`src/rtl/ball_motion.sv`:
```
// Ball owner for the pong datapath: position, direction, speed, scores and
// the serve/game FSM. Movement is applied once per frame tick.
// Ports:
//   clk, rst_n                  clock, asynchronous active-low reset
//   start                       leaves WAIT_START / GAME_OVER
//   coll_L/R/T/B                collision flags from the collision detector
//   reset_pt, score[1:0]        missed ball; 01 = point to P1, 10 = point to P2
//   ball_x[9:0], ball_y[8:0]    ball top-left corner, pixels
//   speed[2:0]                  pixels per tick per axis
//   score_p1[3:0], score_p2[3:0] player scores
//   moving, game_over           state decodes (MOVE, GAME_OVER)
module ball_motion #(
   parameter int unsigned FRAME_DIV    = 833333,
   parameter int unsigned X_START      = 296,
   parameter int unsigned Y_START      = 236,
   parameter int unsigned SERVE_FRAMES = 60,
   parameter int unsigned SPEEDUP_HITS = 4,
   parameter int unsigned SPEED_MAX    = 4,
   parameter int unsigned WIN_SCORE    = 9
) (
   input  logic       clk,
   input  logic       rst_n,
   input  logic       start,
   input  logic       coll_L,
   input  logic       coll_R,
   input  logic       coll_T,
   input  logic       coll_B,
   input  logic       reset_pt,
   input  logic [1:0] score,
   output logic [9:0] ball_x,
   output logic [8:0] ball_y,
   output logic [2:0] speed,
   output logic [3:0] score_p1,
   output logic [3:0] score_p2,
   output logic       moving,
   output logic       game_over
);

   localparam int unsigned DIV_W = $clog2(FRAME_DIV);
   localparam int unsigned SRV_W = $clog2(SERVE_FRAMES + 1);
   localparam int unsigned HIT_W = $clog2(SPEEDUP_HITS + 1);
   localparam int unsigned X_MAX = 632;
   localparam int unsigned Y_MAX = 472;

   typedef enum logic [1:0] {WAIT_START, SERVE, MOVE, GAME_OVER} state_t;

   state_t             state, state_n;
   logic [DIV_W-1:0]   div_cnt, div_n;
   logic [SRV_W-1:0]   srv_cnt, srv_n;
   logic [HIT_W-1:0]   hits, hits_n, hits_inc;
   logic               dx, dx_n, dy, dy_n;
   logic [3:0]         pend, pend_n, flags;   // {L, R, T, B}
   logic [9:0]         ball_x_n;
   logic [8:0]         ball_y_n;
   logic [2:0]         speed_n;
   logic [3:0]         score_p1_n, score_p2_n;
   logic               moving_n, game_over_n;
   logic               tick;
   logic [10:0]        sum_x;
   logic [9:0]         sum_y;

   // State and datapath registers
   always_ff @(posedge clk or negedge rst_n) begin
      if (!rst_n) begin
         state     <= WAIT_START;
         div_cnt   <= '0;
         srv_cnt   <= '0;
         hits      <= '0;
         dx        <= 1'b1;
         dy        <= 1'b1;
         pend      <= '0;
         ball_x    <= 10'(X_START);
         ball_y    <= 9'(Y_START);
         speed     <= 3'd1;
         score_p1  <= '0;
         score_p2  <= '0;
         moving    <= 1'b0;
         game_over <= 1'b0;
      end else begin
         state     <= state_n;
         div_cnt   <= div_n;
         srv_cnt   <= srv_n;
         hits      <= hits_n;
         dx        <= dx_n;
         dy        <= dy_n;
         pend      <= pend_n;
         ball_x    <= ball_x_n;
         ball_y    <= ball_y_n;
         speed     <= speed_n;
         score_p1  <= score_p1_n;
         score_p2  <= score_p2_n;
         moving    <= moving_n;
         game_over <= game_over_n;
      end
   end

   // Next-state, movement and scoring
   always_comb begin
      state_n     = state;
      srv_n       = srv_cnt;
      hits_n      = hits;
      hits_inc    = hits + HIT_W'(1);
      dx_n        = dx;
      dy_n        = dy;
      pend_n      = pend;
      flags       = pend | {coll_L, coll_R, coll_T, coll_B};
      ball_x_n    = ball_x;
      ball_y_n    = ball_y;
      speed_n     = speed;
      score_p1_n  = score_p1;
      score_p2_n  = score_p2;
      sum_x       = '0;
      sum_y       = '0;

      tick  = (div_cnt == DIV_W'(FRAME_DIV - 1));
      div_n = tick ? '0 : div_cnt + DIV_W'(1);

      case (state)
         WAIT_START: begin
            ball_x_n = 10'(X_START);
            ball_y_n = 9'(Y_START);
            if (start) begin
               state_n = SERVE;
               srv_n   = '0;
            end
         end
         SERVE: begin
            ball_x_n = 10'(X_START);
            ball_y_n = 9'(Y_START);
            pend_n   = '0;
            if (tick) begin
               srv_n = srv_cnt + SRV_W'(1);
               if (srv_n == SRV_W'(SERVE_FRAMES)) state_n = MOVE;
            end
         end
         MOVE: begin
            pend_n = flags;
            // A valid miss outranks any tick or collision this cycle
            if (reset_pt && (score == 2'b01 || score == 2'b10)) begin
               ball_x_n = 10'(X_START);
               ball_y_n = 9'(Y_START);
               speed_n  = 3'd1;
               hits_n   = '0;
               pend_n   = '0;
               srv_n    = '0;
               if (score == 2'b01) begin
                  score_p1_n = score_p1 + 4'd1;
                  dx_n       = 1'b1;
                  state_n    = (score_p1_n == 4'(WIN_SCORE)) ? GAME_OVER : SERVE;
               end else begin
                  score_p2_n = score_p2 + 4'd1;
                  dx_n       = 1'b0;
                  state_n    = (score_p2_n == 4'(WIN_SCORE)) ? GAME_OVER : SERVE;
               end
            end else if (tick) begin
               // Directions are set (not toggled); opposing flags cancel
               if (flags[1] && !flags[0]) dy_n = 1'b1;
               else if (flags[0] && !flags[1]) dy_n = 1'b0;
               if (flags[3] && !flags[2]) dx_n = 1'b1;
               else if (flags[2] && !flags[3]) dx_n = 1'b0;
               if (flags[3] || flags[2]) begin
                  if (hits_inc == HIT_W'(SPEEDUP_HITS)) begin
                     hits_n = '0;
                     if (speed < 3'(SPEED_MAX)) speed_n = speed + 3'd1;
                  end else begin
                     hits_n = hits_inc;
                  end
               end
               if (dx_n) begin
                  sum_x    = {1'b0, ball_x} + 11'(speed_n);
                  ball_x_n = (sum_x > 11'(X_MAX)) ? 10'(X_MAX) : sum_x[9:0];
               end else begin
                  ball_x_n = (ball_x < 10'(speed_n)) ? 10'd0 : ball_x - 10'(speed_n);
               end
               if (dy_n) begin
                  sum_y    = {1'b0, ball_y} + 10'(speed_n);
                  ball_y_n = (sum_y > 10'(Y_MAX)) ? 9'(Y_MAX) : sum_y[8:0];
               end else begin
                  ball_y_n = (ball_y < 9'(speed_n)) ? 9'd0 : ball_y - 9'(speed_n);
               end
               pend_n = '0;
            end
         end
         GAME_OVER: begin
            ball_x_n = 10'(X_START);
            ball_y_n = 9'(Y_START);
            if (start) begin
               score_p1_n = '0;
               score_p2_n = '0;
               dx_n       = 1'b1;
               dy_n       = 1'b1;
               speed_n    = 3'd1;
               hits_n     = '0;
               srv_n      = '0;
               state_n    = SERVE;
            end
         end
         default: state_n = WAIT_START;
      endcase

      moving_n    = (state_n == MOVE);
      game_over_n = (state_n == GAME_OVER);
   end

endmodule

```
`config.mk`:
```
export PLATFORM = sky130hd
export DESIGN_NAME = ball_motion
export DESIGN_NICKNAME = d
export VERILOG_FILES = /design/src/rtl/ball_motion.sv
export SDC_FILE = /design/constraint.sdc
export NUM_CORES = 1
export LEC_CHECK = 0
export ABC_AREA = 1
export CAP_MARGIN = 0
export CORE_ASPECT_RATIO = 1.1
export CORE_UTILIZATION = 25
export DETAILED_ROUTE_END_ITERATION = 16
export MAX_ROUTING_LAYER = met4
export SYNTH_ARGS = -nofsm -noshare
export SYNTH_HDL_FRONTEND = slang
export SYNTH_SLANG_ARGS = --single-unit
export TNS_END_PERCENT = 20
```
`constraint.sdc`:
```
create_clock -name clk -period 2.83 [get_ports clk]
set_input_delay 0.4245 -clock clk [delete_from_list [all_inputs] [get_ports clk]]
set_output_delay 0.4245 -clock clk [all_outputs]
set_load 0.05 [all_outputs]
```
==> flow_summary.ini <==
[status]
run_status = completed

[yosys]
synth_top_family_by_area = simple AND/OR/NAND/NOR gates
ys_async_sr_fraction = 1.00
synthTopCellsByArea = dfrtp_1, nand2_1, inv_1, ha_1, nor2_1
syn_nets = 711
syn-instance-count = 672
synth_ff_type = dfrtp_1
synth_area_per_cell_um2 = 7.37
synth_enable_flop_cells = 0
synth_mux_area_frac = 0
yosys.area_share.xor_xnor = 0.0602
synth_cell_types = 49
synthAdderAreaFrac = 0.0794
synth_warnings = 0
synth_top_cell_by_area = dfrtp_1
synth-compound-area-share = 0.106
synth_area_um2 = 4950
ys_ff_latch = 69
synth-seq-area-share = 0.352
synth-simple-area-share = 0.311
yosysTopAreaCellShare = 0.293

[routing]
num_vias = 4496
via_per_inst = 4.44
drc_errors = 0
routed_wl_um = 12600
antenna_left = 0
wl_per_cell_um = 12.5
drt_first_pass_iters = 4
drt-initial-drc-count = 198

[worst_setup_path]
r2r-end = ball_y[1]
max_stage_delay_ps = 380
ff2ff_path_depth = 17
cpMostUsedCell = nand2_1
crit_type = flop to flop
required_ps = 3060
slowest_stage = dfrtp_1
path_cells = ha_1, ha_2, buf_4, a31oi_2, inv_2, ha_4, nand2_1, a21oi_2, nand2_1, o21bai_1, nand2_1, nor2_1, nand2_1, nand2_1, nand2_2, nand2_1, o21ai_2
cp-end-kind = flop
crit_path_max_fanout = 7
r2r_slack_ps = 5
rr_startpoint = hits[0]
critPathArrivalTime_ps = 3050
path_delay_family = simple AND/OR/NAND/NOR gates
path_buf_inv = 2
critPathLaunchType = flop

[global_routing]
gr-usage-met2 = 0.203
antenna_found_initial = 0
met1_usage = 0.175
met3_usage = 0.0125
busiest_layer = met2
grt_pass1_vias = 4235
track_usage = 0.133
grt_pass1_wl_um = 20700
grt_max_degree = 70
grt.overflow.total = 0

[timing]
setup_tns_ps = 0
slew_viol_final = 0
fin_crit_sh = 0.998
worst_slack_ps = 4.59
hold_viol_final = 0
clock.fmax_ghz = 0.354
slew_headroom = 0.400
min_period_ps = 2830
tightest_slew_ps = 900
holdWs_ps = 211
setup_viol = 0
finClkSkew_ps = 10.5
rsz0062_at_grt = true

[final_layout]
n_fill_cell = 2030
area_growth_pct = 29.0
drive_above_1_share = 0.198
finalNetCount = 800
final_common_cell = nand2_1
final_cell_mix = nand2_1, inv_1, nor2_1
antenna_cells = 0

[die]
coreArea_um2 = 19200
dieArea_um2 = 20400
pin_count = 42
die_h_um = 150
rows = 53
start_util = 0.257
die_w_um = 136

[run]
maxCapViolCount = 0

[clocking]
cts_tree = done
clockRootBuffer = clkbuf_16
cts.clk_slew.worst_paths_ps = 60
cts_hold_buf = 0
cts.sink_count = 69
cts_buffers = 9
clockBufferDepth = 2
h-tree-depth = 3
worst_skew_pair.late_latency_ps = 350

[power_and_ir_drop]
p_seq_frac = 0.421
leakagePower_nw = 2.97
power_density_nw_per_um2 = 372
p_int_mw = 1.77
power.switching_uw = 607
pwr-share-comb = 0.084
clkPwrFrac = 0.495
ir_drop_mv = 0.211
swShare = 0.256

[worst_hold_path]
hold_path_class = input pin to asynchronous set/reset pin

[place]
pre_cts_ws_ps = -686
finalWeightedCongestion = 0.892
hpwlAfterDp_um = 9410
port-buffer-count = 41
## power by group through the flow
stage | sequential (mW) | clock (mW) | combinational [mW]
4_1_cts | 0.998 | 1.20 | 0.197
3_5_place_dp | 1.02 | 0 | 0.192
2_1_floorplan | 1.03 | 0 | 0.0879
5_1_grt | 0.999 | 1.24 | 0.225
6_report | 0.999 | 1.17 | 0.200
3_3_place_gp | 1.02 | 0 | 0.191
## synth_stat cells (4+ instances only)
cell / count
nor2_1: 79
nand3_1: 49
o21ai_1: 8
dfrtp_1: 58
nor2_4: 4
inv_2: 9
nor2_2: 9
a21oi_1: 23
nand4_1: 9
nor3_1: 10
nand2_2: 4
nand2_1: 159
xor2_1: 28
ha_1: 25
inv_1: 93
fa_1: 4
xnor2_1: 6
dfstp_2: 11
o21ai_2: 4
buf_4: 4
o21ai_0: 28
## stage by stage
step,cell area [µm²],std cells,power (mW),utilization
finish,6390,1013,2.37,0.332
global route,6390,1013,2.46,0.332
CTS,6310,1011,2.39,0.328
detailed placement,5920,993,1.21,0.308
global placement,5920,993,1.21,0.308
floorplan,4960,672,1.12,-
## worst max path at each step
stage                     depth (start not counted)   endpoint  startpoint
after floorplan                                  19  ball_x[1]     hits[0]
after global placement                           20  ball_x[1]      coll_L
after detailed placement                         20  ball_x[0]      coll_L
after CTS                                        18  ball_x[0]     pend[2]
after global routing                             18  ball_y[1]     hits[0]
final                                            17  ball_y[1]     hits[0]
## what timing repair did
action | CTS | global route
endpoints found under the hold margin | 0 | 0
pin swaps | 7 | 4
resized for setup | 20 | 18
setup buffers | 2 | 2
setup endpoints to repair | 19 | 19
## layer usage
| metal | vias up | share of wire | routed length, µm |
|---|---|---|---|
| li1 | 2329 | - | - |
| met1 | 2037 | 0.49 | 6200 |
| met2 | 107 | 0.45 | 5750 |
| met3 | 23 | 0.029 | 361 |
| met4 | 0 | 0.027 | 336 |
| met5 | - | 0 | 0 |
## sequential cells by signal, indices dropped and copies added (netlist names)
register	flops
hits	3
div_cnt	20
ball_x	10
state	2
score_p1	4
score_p2	4
pend	4
srv_cnt	6
moving	1
game_over	1
dx	1
speed	3
ball_y	9
dy	1
## worst reg2reg max path, delay by kind of cell (launching register included)
kind | cells | cell delay (ps)
simple gates | 8 | 750
fa+ha+maj | 3 | 720
compound gates | 4 | 610
flops | 1 | 380
buf+inv | 2 | 250
## final cells by class
| cell class | instances | area (µm²) | area share |
|---|---|---|---|
| Multi-Input combinational cell | 491 | 2890 | 0.452 |
| Timing Repair Buffer | 87 | 751 | 0.118 |
| Clock inverter | 7 | 81.3 | 0.0127 |
| Clock buffer | 9 | 225 | 0.0353 |
| Inverter | 103 | 390 | 0.0611 |
| Sequential cell | 69 | 1740 | 0.273 |
| Tap cell | 247 | 309 | 0.0484 |
## cells by family after synthesis
kind of cell             after synthesis
AND/OR/NAND/NOR                      341
adder cells (fa/ha/maj)               29
AO/OA/AOI/OAI                         87
flip-flops                            69
XOR/XNOR                              34
buffers and inverters                112
Note: power is estimated with default switching activity, not from simulation.
